--- src/rtl/rv_fetch_pkg.sv ---
// Shared fetch-side definitions: FSM state encoding and well-known instruction words.
package rv_fetch_pkg;

    typedef enum logic [1:0] {
        ST_IDLE  = 2'd0,
        ST_FETCH = 2'd1,
        ST_HALT  = 2'd2,
        ST_FAULT = 2'd3
    } fetch_state_t;

    localparam logic [31:0] HALT_INSN = 32'h0010_0073;
    localparam logic [31:0] NOP_INSN  = 32'h0000_0013;

endpackage

--- src/rtl/ifetch_unit_if.sv ---
// Fetch bus: ROM read port plus the valid/ready instruction channel towards decode.
interface ifetch_unit_if #(
    parameter int PC_W   = 32,
    parameter int ROM_AW = 8
);
    logic [ROM_AW-1:0] rom_addr;
    logic              rom_read_en;
    logic              rom_ce;
    logic [31:0]       rom_data;
    logic [31:0]       instr;
    logic [PC_W-1:0]   instr_pc;
    logic              instr_valid;
    logic              dec_ready;

    modport master (
        output rom_addr, rom_read_en, rom_ce, instr, instr_pc, instr_valid,
        input  rom_data, dec_ready
    );

    modport slave (
        input  rom_addr, rom_read_en, rom_ce, instr, instr_pc, instr_valid,
        output rom_data, dec_ready
    );
endinterface

--- src/rtl/ifetch_unit.sv ---
// Instruction-fetch front end: PC register, fetch FSM and the output register feeding decode.
module ifetch_unit
    import rv_fetch_pkg::*;
#(
    parameter int          PC_W      = 32,
    parameter int          ROM_AW    = 8,
    parameter logic [31:0] RESET_PC  = 32'h0,
    parameter logic [31:0] HALT_INSN = rv_fetch_pkg::HALT_INSN
) (
    input  logic            clk,
    input  logic            rst_n,
    input  logic            enable,
    input  logic            redirect_valid,
    input  logic [PC_W-1:0] redirect_pc,
    output logic            halted,
    output logic            fetch_fault,
    ifetch_unit_if.master   bus
);

    fetch_state_t    state, state_nxt;
    logic [PC_W-1:0] pc;
    logic            pc_ok;
    logic            slot_free;
    logic            fire;
    logic            redirect_take;

    // The PC must be word aligned and point inside the ROM.
    assign pc_ok         = (pc[1:0] == 2'b00) && (pc[PC_W-1:ROM_AW+2] == '0);
    assign slot_free     = !bus.instr_valid || bus.dec_ready;
    assign redirect_take = redirect_valid && (state != ST_FAULT);
    assign fire          = (state == ST_FETCH) && enable && slot_free && !redirect_valid && pc_ok;

    assign bus.rom_addr    = pc[ROM_AW+1:2];
    assign bus.rom_ce      = fire;
    assign bus.rom_read_en = fire;
    assign halted          = (state == ST_HALT);
    assign fetch_fault     = (state == ST_FAULT);

    always_ff @(posedge clk or negedge rst_n) begin
        if (!rst_n) state <= ST_IDLE;
        else        state <= state_nxt;
    end

    always_comb begin
        state_nxt = state;
        if (redirect_take) begin
            state_nxt = enable ? ST_FETCH : ST_IDLE;
        end else begin
            unique case (state)
                ST_IDLE:  if (enable) state_nxt = ST_FETCH;
                ST_FETCH: begin
                    if (!enable)
                        state_nxt = ST_IDLE;
                    else if (!pc_ok)
                        state_nxt = ST_FAULT;
                    else if (fire && (bus.rom_data == HALT_INSN))
                        state_nxt = ST_HALT;
                end
                ST_HALT:  state_nxt = ST_HALT;
                ST_FAULT: state_nxt = ST_FAULT;
                default:  state_nxt = ST_IDLE;
            endcase
        end
    end

    // Output register: a redirect flushes, a fire captures, an accepted word drains.
    always_ff @(posedge clk or negedge rst_n) begin
        if (!rst_n) begin
            pc              <= RESET_PC[PC_W-1:0];
            bus.instr       <= '0;
            bus.instr_pc    <= '0;
            bus.instr_valid <= 1'b0;
        end else if (redirect_take) begin
            pc              <= redirect_pc;
            bus.instr_valid <= 1'b0;
        end else if (fire) begin
            pc              <= pc + PC_W'(4);
            bus.instr       <= bus.rom_data;
            bus.instr_pc    <= pc;
            bus.instr_valid <= 1'b1;
        end else if (bus.dec_ready) begin
            bus.instr_valid <= 1'b0;
        end
    end

endmodule

--- src/flat_wrapper.sv ---
// flat-port wrapper written by rule: the top's interface ports become plain ports
module ifetch_unit_flat import rv_fetch_pkg::*;
#(
    parameter int          PC_W      = 32,
    parameter int          ROM_AW    = 8,
    parameter logic [31:0] RESET_PC  = 32'h0,
    parameter logic [31:0] HALT_INSN = rv_fetch_pkg::HALT_INSN
)
  (clk, rst_n, enable, redirect_valid, redirect_pc, halted, fetch_fault, bus_rom_addr, bus_rom_read_en, bus_rom_ce, bus_instr, bus_instr_pc, bus_instr_valid, bus_rom_data, bus_dec_ready);
  ifetch_unit_if #(.PC_W(PC_W), .ROM_AW(ROM_AW)) bus_i ();
  input  logic clk;
  input  logic rst_n;
  input  logic enable;
  input  logic redirect_valid;
  input  logic [PC_W-1:0] redirect_pc;
  output logic halted;
  output logic fetch_fault;
  output wire logic [$bits(bus_i.rom_addr)-1:0] bus_rom_addr;
  output wire logic [$bits(bus_i.rom_read_en)-1:0] bus_rom_read_en;
  output wire logic [$bits(bus_i.rom_ce)-1:0] bus_rom_ce;
  output wire logic [$bits(bus_i.instr)-1:0] bus_instr;
  output wire logic [$bits(bus_i.instr_pc)-1:0] bus_instr_pc;
  output wire logic [$bits(bus_i.instr_valid)-1:0] bus_instr_valid;
  input wire logic [$bits(bus_i.rom_data)-1:0] bus_rom_data;
  input wire logic [$bits(bus_i.dec_ready)-1:0] bus_dec_ready;
  assign bus_rom_addr = bus_i.rom_addr;
  assign bus_rom_read_en = bus_i.rom_read_en;
  assign bus_rom_ce = bus_i.rom_ce;
  assign bus_instr = bus_i.instr;
  assign bus_instr_pc = bus_i.instr_pc;
  assign bus_instr_valid = bus_i.instr_valid;
  assign bus_i.rom_data = bus_rom_data;
  assign bus_i.dec_ready = bus_dec_ready;
  ifetch_unit #(.PC_W(PC_W), .ROM_AW(ROM_AW), .RESET_PC(RESET_PC), .HALT_INSN(HALT_INSN)) u_core (.clk(clk), .rst_n(rst_n), .enable(enable), .redirect_valid(redirect_valid), .redirect_pc(redirect_pc), .halted(halted), .fetch_fault(fetch_fault), .bus(bus_i));
endmodule
--- config.mk ---
export PLATFORM = sky130hd
export DESIGN_NAME = ifetch_unit_flat
export DESIGN_NICKNAME = d
export VERILOG_FILES = /design/src/rtl/rv_fetch_pkg.sv /design/src/rtl/ifetch_unit_if.sv /design/src/rtl/ifetch_unit.sv /design/src/flat_wrapper.sv
export SDC_FILE = /design/constraint.sdc
export NUM_CORES = 1
export LEC_CHECK = 0
export ABC_CLOCK_PERIOD_IN_PS = 2230
export CAP_MARGIN = 20
export CELL_PAD_IN_SITES_DETAIL_PLACEMENT = 0
export CELL_PAD_IN_SITES_GLOBAL_PLACEMENT = 2
export CORE_UTILIZATION = 26
export CTS_CLUSTER_SIZE = 20
export DETAILED_ROUTE_END_ITERATION = 12
export PLACE_DENSITY = 0.77
export SETUP_SLACK_MARGIN = 0.15
export SLEW_MARGIN = 10
export SYNTH_ARGS = -nofsm -noshare
export SYNTH_HDL_FRONTEND = slang
export SYNTH_SLANG_ARGS = --single-unit
--- constraint.sdc ---
create_clock -name clk -period 2.23 [get_ports clk]
set_clock_uncertainty 0.05 [all_clocks]
set_input_delay 0.223 -clock clk [delete_from_list [all_inputs] [get_ports clk]]
set_output_delay 0.223 -clock clk [all_outputs]
set_load 0.1 [all_outputs]
After elaboration in Yosys (flattened, before gate mapping)
Index checks and enable logic that the tools add are counted.
{"block": "totals", "word_cells": 43, "reg_bits": 99, "input_bits": 69}
{"block": "classes", "n_reduce_logical": 17, "muxes": 12, "n_addsub": 1, "eq_ne": 7, "bitwise_logic": 1}
{"operator": "$mux 32", "n": 2}
{"operator": "$add 32x3->32 const B", "n": 1}
{"operator": "$eq 32x21->1 const B", "n": 1}
{"operator": "$logic_not 22->1", "n": 1}
{"operator": "$mux 2", "n": 5}
{"operator": "$pmux 2 s4", "n": 1}
{"operator": "$logic_and 1x1->1", "n": 7}
{"operator": "$ne 5x5->1 const B", "n": 1}
{"operator": "$eq 2x2->1 const B", "n": 2}
{"operator": "$logic_not 2->1", "n": 2}
{"operator": "$mux 1", "n": 4}
{"operator": "$reduce_and 2->1", "n": 2}
{"operator": "$ne 3x2->1 const B", "n": 1}
{"operator": "$reduce_bool 3->1", "n": 1}
{"operator": "$eq 2x1->1 const B", "n": 1}
{"operator": "$logic_not 1->1", "n": 2}
{"operator": "$ne 2x2->1 const B", "n": 1}
{"operator": "$reduce_bool 2->1", "n": 1}
{"operator": "$logic_or 1x1->1", "n": 1}
{"operator": "$not 1->1", "n": 1}

Longest topological paths before layout
Gate-level depths: netlist of run 1.
{"block": "depth", "word_depth": 11, "mapped_depth": 7, "depth_no_buf": 6}

Worst setup path after synthesis of run 1
No wires, ideal clock.
{"block": "synth_path", "path_type": "reg2out", "start": "reg u_core.pc[13]", "end": "out bus_rom_read_en", "path_stages_with_launch": 6, "required_time_ns": 1.957, "slack_ns": -1.129, "arrival_time_ns": 3.086, "n_path_buf": 1, "cell_sequence": "dfrtp_1 -> nor4_1 -> nand4_1 -> or3_1 -> nor2_1 -> buf_4"}
{"block": "synth_between", "elab_chain_len": 3}
{"item": "start: declaration", "line": "ifetch_unit.sv:21", "text": "logic [PC_W-1:0] pc;"}
{"item": "start signal: assignment", "line": "ifetch_unit.sv:69", "text": "pc <= RESET_PC[PC_W-1:0];"}
{"item": "start signal: assignment", "line": "ifetch_unit.sv:74", "text": "pc <= redirect_pc;"}
{"item": "start signal: assignment", "line": "ifetch_unit.sv:77", "text": "pc <= pc + PC_W'(4);"}
{"item": "$logic_not 22->1", "line": "ifetch_unit.sv:28", "text": "assign pc_ok = (pc[1:0] == 2'b00) && (pc[PC_W-1:ROM_AW+2] == '0);"}
{"item": "$logic_and 1x1->1", "line": "ifetch_unit.sv:28"}
{"item": "$logic_and 1x1->1", "line": "ifetch_unit.sv:31", "text": "assign fire = (state == ST_FETCH) && enable && slot_free && !redirect_valid && pc_ok;"}
{"item": "end: declaration", "line": "flat_wrapper.sv:19", "text": "output wire logic [$bits(bus_i.rom_read_en)-1:0] bus_rom_read_en;"}
No other way between the ends.

Final worst setup path of run 1
{"block": "layout_path", "start": "reg u_core.pc[22]", "end": "out bus_rom_ce"}
{"block": "layout_between", "elab_chain_len": 3}
{"item": "$logic_not 22->1", "line": "ifetch_unit.sv:28"}
{"item": "$logic_and 1x1->1", "line": "ifetch_unit.sv:28"}
{"item": "$logic_and 1x1->1", "line": "ifetch_unit.sv:31"}
{"item": "end: declaration", "line": "flat_wrapper.sv:20", "text": "output wire logic [$bits(bus_i.rom_ce)-1:0] bus_rom_ce;"}
No other way between the ends.

==> results of run 1 <==
## synth_stat cells (all sizes together)
cell | n | area (um^2)
nand2 | 199 | 747
dfrtp | 99 | 2480
and2 | 28 | 203
buf | 21 | 171
nand3 | 18 | 90.1
nor4 | 11 | 83.8
nor2 | 7 | 26.3
clkbuf | 6 | 22.5
o21ai | 6 | 33.8
mux2i | 3 | 30.0
nor2b | 3 | 18.8
inv | 2 | 7.51
nand2b | 2 | 12.5
nand4 | 2 | 12.5
nor4b | 2 | 17.5
nor4bb | 2 | 20.0
o211ai | 2 | 20.0
or3 | 2 | 12.5
or4 | 2 | 18.8
a21boi | 1 | 7.51
a21oi | 1 | 5.00
a221o | 1 | 10.0
a32oi | 1 | 8.76
and3 | 1 | 6.26
ha | 1 | 12.5
nor3 | 1 | 5.00
o2111ai | 1 | 8.76
o21a | 1 | 7.51
o31ai | 1 | 7.51
or2 | 1 | 6.26
## per-layer routing
layer	GRT usage, %	wire length (um)	vias up
met5	0	0	-
met2	24.3	5910	121
li1	-	-	1732
met1	20.7	5840	1687
met4	6.30	211	0
met3	3.63	853	14
## final timing paths
kind / slack, ns / start / to / cells after the start
worst max-delay path: -0.18 / u_core.pc[22]$_DFFE_PN0P_ / bus_rom_ce / 7
worst min-delay path: 0.35 / redirect_pc[14] / u_core.pc[14]$_DFFE_PN0P_ / 3
worst max register to register: -0.12 / u_core.pc[22]$_DFFE_PN0P_ / u_core.bus.instr[22]$_DFFE_PN0P_ / 9
worst min register to register: 0.43 / u_core.pc[20]$_DFFE_PN0P_ / u_core.pc[20]$_DFFE_PN0P_ / 2
max in group asynchronous: 1.04 / rst_n / u_core.bus.instr_pc[21]$_DFFE_PN0P_ / 3
min in group asynchronous: 0.38 / rst_n / u_core.bus.instr_pc[19]$_DFFE_PN0P_ / 2
## power by group
group          switching, W  internal (W)
sequential         0.000276       0.00208
combinational       0.00116      0.000536
clock              0.000692       0.00102
total               0.00212       0.00363
## area by class of cell
| cell class | instances | area [um^2] | area share [%] |
|---|---|---|---|
| sequential | 99 | 2480 | 35.5 |
| multi-input combinational | 301 | 1860 | 26.6 |
| inverter | 2 | 7.51 | 0.107 |
| tap | 211 | 264 | 3.78 |
| clock buffer | 12 | 246 | 3.53 |
| timing repair buffer | 196 | 2060 | 29.4 |
| clock inverter | 4 | 73.8 | 1.06 |
## cells by family after synthesis
kind of cell	share of synthesized area (%)
and+or+nand+nor	31.1
DFF	60.3
buffers and inverters	4.90
AOI/OAI and AO/OA	2.65
muxes	0.731
adders and majority gates	0.304
## repair_timing
| item | in CTS | in global routing |
|---|---|---|
| pin swaps | 11 | 72 |
| endpoints found under the setup margin | 70 | 77 |
| buffers inserted | 9 | 7 |
| hold endpoints to repair | 45 | 0 |
| hold buffers | 1 | 0 |
| resized for setup | 50 | 100 |
| gates cloned | 8 | 7 |
## state kept, by name, summed over array words and instances (netlist names)
name	cells
u_core.bus.instr_pc	32
u_core.bus.instr	32
u_core.pc	32
u_core.bus.instr_valid	1
u_core.state	2
## worst reg2reg max path, cell delays in order, from the launching register on
cell,delay [ns]
dfrtp_1,0.39
nor4_2,0.27
buf_4,0.15
nand4_1,0.11
buf_4,0.17
or4_4,0.62
buf_6,0.20
clkbuf_16,0.15
nand2_2,0.06
nand2_1,0.06
## per-stage QoR
stage                     area (um^2)  power (W)  utilization (%)
after floorplan                  4140    0.00350                -
after global placement           5650    0.00395             36.9
after detailed placement         5650    0.00398             36.9
after CTS                        6410    0.00574             41.9
after global routing             6990    0.00606             45.6
final                            6990    0.00576             45.6
==> impl_results.md, run 1 <==
- Final setup vio count: 47
- Crit path time final: 2.41 ns
- Commonest non-fill, non-tap cell in the layout: nand2_1
- Crit-path cells: nor4_2 -> buf_4 -> nand4_1 -> buf_4 -> or3_4 -> nor2_4 -> buf_12
- Worst VDD drop: 391 uV
- Yosys Warn Count: 0
- Vias: 3554
- Initial antenna violation count: 0
- N_diodes: 0
- DR vias/cell: about 4.3
- Dpl hpwl: 7.87 mm
- Rel. slew slack: between 50 and 60%
- Critical path endpoint category: output port
- Largest net degree at the start of global routing: 48
- Worst EP arrival: ~2.1 ns
- Mapped Area: 0.00411 mm^2
- LEAKAGE: ~3.5 nW
- 1st-iter DRT viols: approximately 130
- Fillers: around 1500
- WP buf/inv: 3
- Measured slew at the worst slew-check pin: 0.676 ns
- Port bufs: around 150
- I/O Pins: about 150
- Die area: about 0.016 mm^2
- RSZ-0062 raised after global routing: yes
- PwrDens: just over 800 mW/mm^2
- Setup ws final: -0.185 ns
- Clock buffer count from CTS: 9
- Failing checks: setup timing
- Die Y: 128 um
- CP Launch Type: register
- Crit-path max FO: 2
- Worst-case clock buffer depth: 2
- Slew Viols, Final: 0
- Layout cells sized above 1: 42.8%
- Hold WC Path Type: in -> reg
- FF+latch count, synth: 99
- Post-Synthesis Cells: between 400 and 500
- Post-route ant nets: 0
- Drt drc: 0
- Die Width: 128 um
- Cell Count Post-Placement: 777
- Post-Place Setup Slack: -0.221 ns
- Total grt overflow: 0
- Critical path type: reg -> out
- CP delay by family, top: simple AND/OR/NAND/NOR gates
- Fin. Hold Viols: 0
- Max Cap Viol: 0
- Slowest stage cell, crit path: dfrtp_1
- CP max stage delay: 0.39 ns
- Syn Nets: about 500
- Skew-Pair Late Insertion Delay: 0.35 ns
- Wirelength per Cell: 15.5 um
- Setup_tns: -3.55 ns
- Num rows: 45
- CP dominant cell by count: buf_4
- Fmax: 414 MHz
- # nets final: 679
- TritonRoute pass-1 iters: 6
- WL final: about 13 mm
- Root Driver: clkbuf_16
- Area grow syn2layout: 70.0%
- Synth cell types: 39
- First-pass GRT wire length: about 19 mm
- Gr usage total: around 16%
- Final Cycle Share: 108%
- WHS: 0.349 ns
- CTS tree: done
- Most frequent cells in the layout: 136 x nand2_1, 98 x dfrtp_1, 94 x buf_4, 67 x clkdlybuf4s50_1, 46 x nand2_2
- Sequential area share after synthesis: approximately three fifths
- Placer Congestion: roughly 0.75
- Outcome: complete, but fails checks
- Worst endpoint required time: 1.96 ns
- Clock tree sinks: 99
- Non-Filler Instances: between 800 and 900
- Core Region: between 0.015 and 0.02 mm^2
- Initial Util: between 20% and 30%
- CTS clock-pin slew for the worst setup and hold paths: approximately 0.070 ns
- Vias in the first global route: around 3600
- CTS H-tree depth: 3
- Syn avg cell area: between 9 and 10 um^2
(Power assumes the default switching activity.)
==> inputs of run 2 (changes only) <==
- ABC_CLOCK_PERIOD_IN_PS: 2230 -> 2900
- CORE_UTILIZATION: 26 -> 28
- PLACE_DENSITY: 0.77 -> 0.82
- TNS_END_PERCENT: default -> 50
- clock period: 2.23 -> 2.9 ns (I/O delays scaled with it)
==> run 2 against run 1 <==
Compared with the run above: the run now ends clean; sequential cell count is the same; register-to-register slack improved by 0.64 ns; design area shrank 16%; routed wire length decreased by 18%; worst setup slack gained 0.47 ns; die area fell by 7.0%; combinational power is 29% lower; critical endpoint is now bus_rom_read_en.
==> impl_results.md, run 2 (synthesis results as in run 1) <==
- Outcome: finished clean
- Fmax: around 380 MHz
- Setup_tns: 0 ns
- Placer Congestion: about 0.76
- Gr usage total: 14.4%
- Measured slew at the worst slew-check pin: about 0.65 ns
- Commonest non-fill, non-tap cell in the layout: nand2_1
- Initial Util: 29.2%
- Placed cell areas: around 0.0055 mm^2
- Critical path type: reg -> out
- Num rows: 43
- Core Region: between 0.01 and 0.015 mm^2
- Final Cycle Share: roughly nine tenths
- Die Width: 123 um
- Fin. Hold Viols: 0
- CTS clock-pin slew for the worst setup and hold paths: about 0.07 ns
- CTS tree: done
- Vias in the first global route: 3193
- Worst endpoint required time: around 2.6 ns
- Initial antenna violation count: 0
- Max Cap Viol: 0
- # nets final: 639
- Crit-path max FO: 4
- CP Launch Type: register
- Layout cells sized above 1: 21.6%
- LEAKAGE: about 3.0 nW
- PwrDens: 720 mW/mm^2
- WL final: ~10 mm
- Largest net degree at the start of global routing: 52
- Die area: 0.0152 mm^2
- Most frequent cells in the layout: 199 x nand2_1, 99 x dfrtp_1, 85 x buf_4, 67 x clkdlybuf4s50_1, 18 x nand3_1
- Critical path endpoint category: output port
- Rel. slew slack: between 50% and 60%
- R2R setup slack: about 0.52 ns
- Slew Viols, Final: 0
- Hold WC Path Type: in -> reg
- Skew-Pair Late Insertion Delay: between 0.3 and 0.4 ns
- Port bufs: 145
- Clock tree sinks: around 100
- First-pass GRT wire length: between 15 and 20 mm
- N_diodes: 0
- DR vias/cell: ~4.4
- Final setup vio count: 0
- Total grt overflow: 0
- 1st-iter DRT viols: about 170
- Post-route ant nets: 0
- Wirelength per Cell: approximately 14 um
- Worst EP arrival: between 2 and 2.5 ns
- Die Y: about 120 um
- Drt drc: 0
- Crit path time final: approximately 2.6 ns
- Worst-case clock buffer depth: 2
- CTS H-tree depth: 3
- Post-Layout Inst Area: about 0.006 mm^2
- Biggest regs: u_core.bus.instr: 32 flops, u_core.bus.instr_pc: 32 flops, u_core.pc: 32 flops
- Vias: roughly 3300
- TritonRoute pass-1 iters: 4
- I/O Pins: 146
- Root Driver: clkbuf_16
- Area grow syn2layout: 42.4%
- Dpl hpwl: 7.61 mm
- Clock buffer count from CTS: 9
- Worst VDD drop: roughly 370 uV
- RSZ-0062 raised after global routing: no
-- run 2: repair_timing --
item,CTS,global route
setup endpoints to repair,0,2
hold buffers,1,0
gates resized for setup,0,1
endpoints found under the hold margin,48,0
buffers inserted,0,1
-- run 2: power breakdown --
part	switching (W)	internal, W	total (W)
Clock	0.000529	0.000694	0.00122
Combinational	0.000836	0.000361	0.00120
Sequential	0.000197	0.00160	0.00180
-- run 2: layer usage --
layer | vias to the layer above | track usage (%) | share of wire (%)
li1 | 1645 | - | -
met1 | 1545 | 19.9 | 47
met2 | 125 | 20.6 | 42
met3 | 12 | 4.15 | 8.5
met4 | 0 | 6.78 | 1.9
met5 | - | 0 | 0
-- run 2: layout make-up --
cell class	count	area, um^2
clock buffer	10	239
sequential	99	2480
multi-input combinational	300	1450
fill	1419	8240
tap	180	225
inverter	2	7.51
timing repair buffer	157	1390
clock inverter	6	62.6
-- run 2: per-stage QoR --
| stage | hold WS [ns] | setup WS, ns | power, W | utilization [%] | instances |
|---|---|---|---|---|---|
| 3_3_place_gp | 0.301 | 0.416 | 0.00299 | 39.1 | 735 |
| 2_1_floorplan | -0.0556 | 0.328 | 0.00269 | - | 428 |
| 3_5_place_dp | 0.306 | 0.351 | 0.00302 | 39.2 | 736 |
| 5_1_grt | 0.419 | 0.165 | 0.00444 | 41.5 | 754 |
| 4_1_cts | 0.392 | 0.210 | 0.00427 | 41.4 | 753 |
| 6_report | 0.405 | 0.280 | 0.00422 | 41.5 | 754 |
-- run 2: path summary, 6_finish.rpt --
path	depth (start not counted)	endpoint	from
worst max-delay path	6	bus_rom_read_en	u_core.pc[27]$_DFFE_PN0P_
worst min-delay path	3	u_core.pc[0]$_DFFE_PN0P_	redirect_pc[0]
min in group asynchronous	2	u_core.pc[19]$_DFFE_PN0P_	rst_n
worst max register to register	6	u_core.bus.instr_pc[1]$_DFFE_PN0P_	u_core.pc[27]$_DFFE_PN0P_
max in group asynchronous	3	u_core.bus.instr_pc[3]$_DFFE_PN0P_	rst_n
worst min register to register	2	u_core.bus.instr[28]$_DFFE_PN0P_	u_core.bus.instr[28]$_DFFE_PN0P_
-- run 2: worst max-delay path, cell delays in order (launching register included) --
cell,delay (ns)
dfrtp_1,0.38
nor4_1,0.34
nand4_1,0.14
buf_4,0.17
or3_1,0.48
nor2_4,0.20
buf_12,0.20
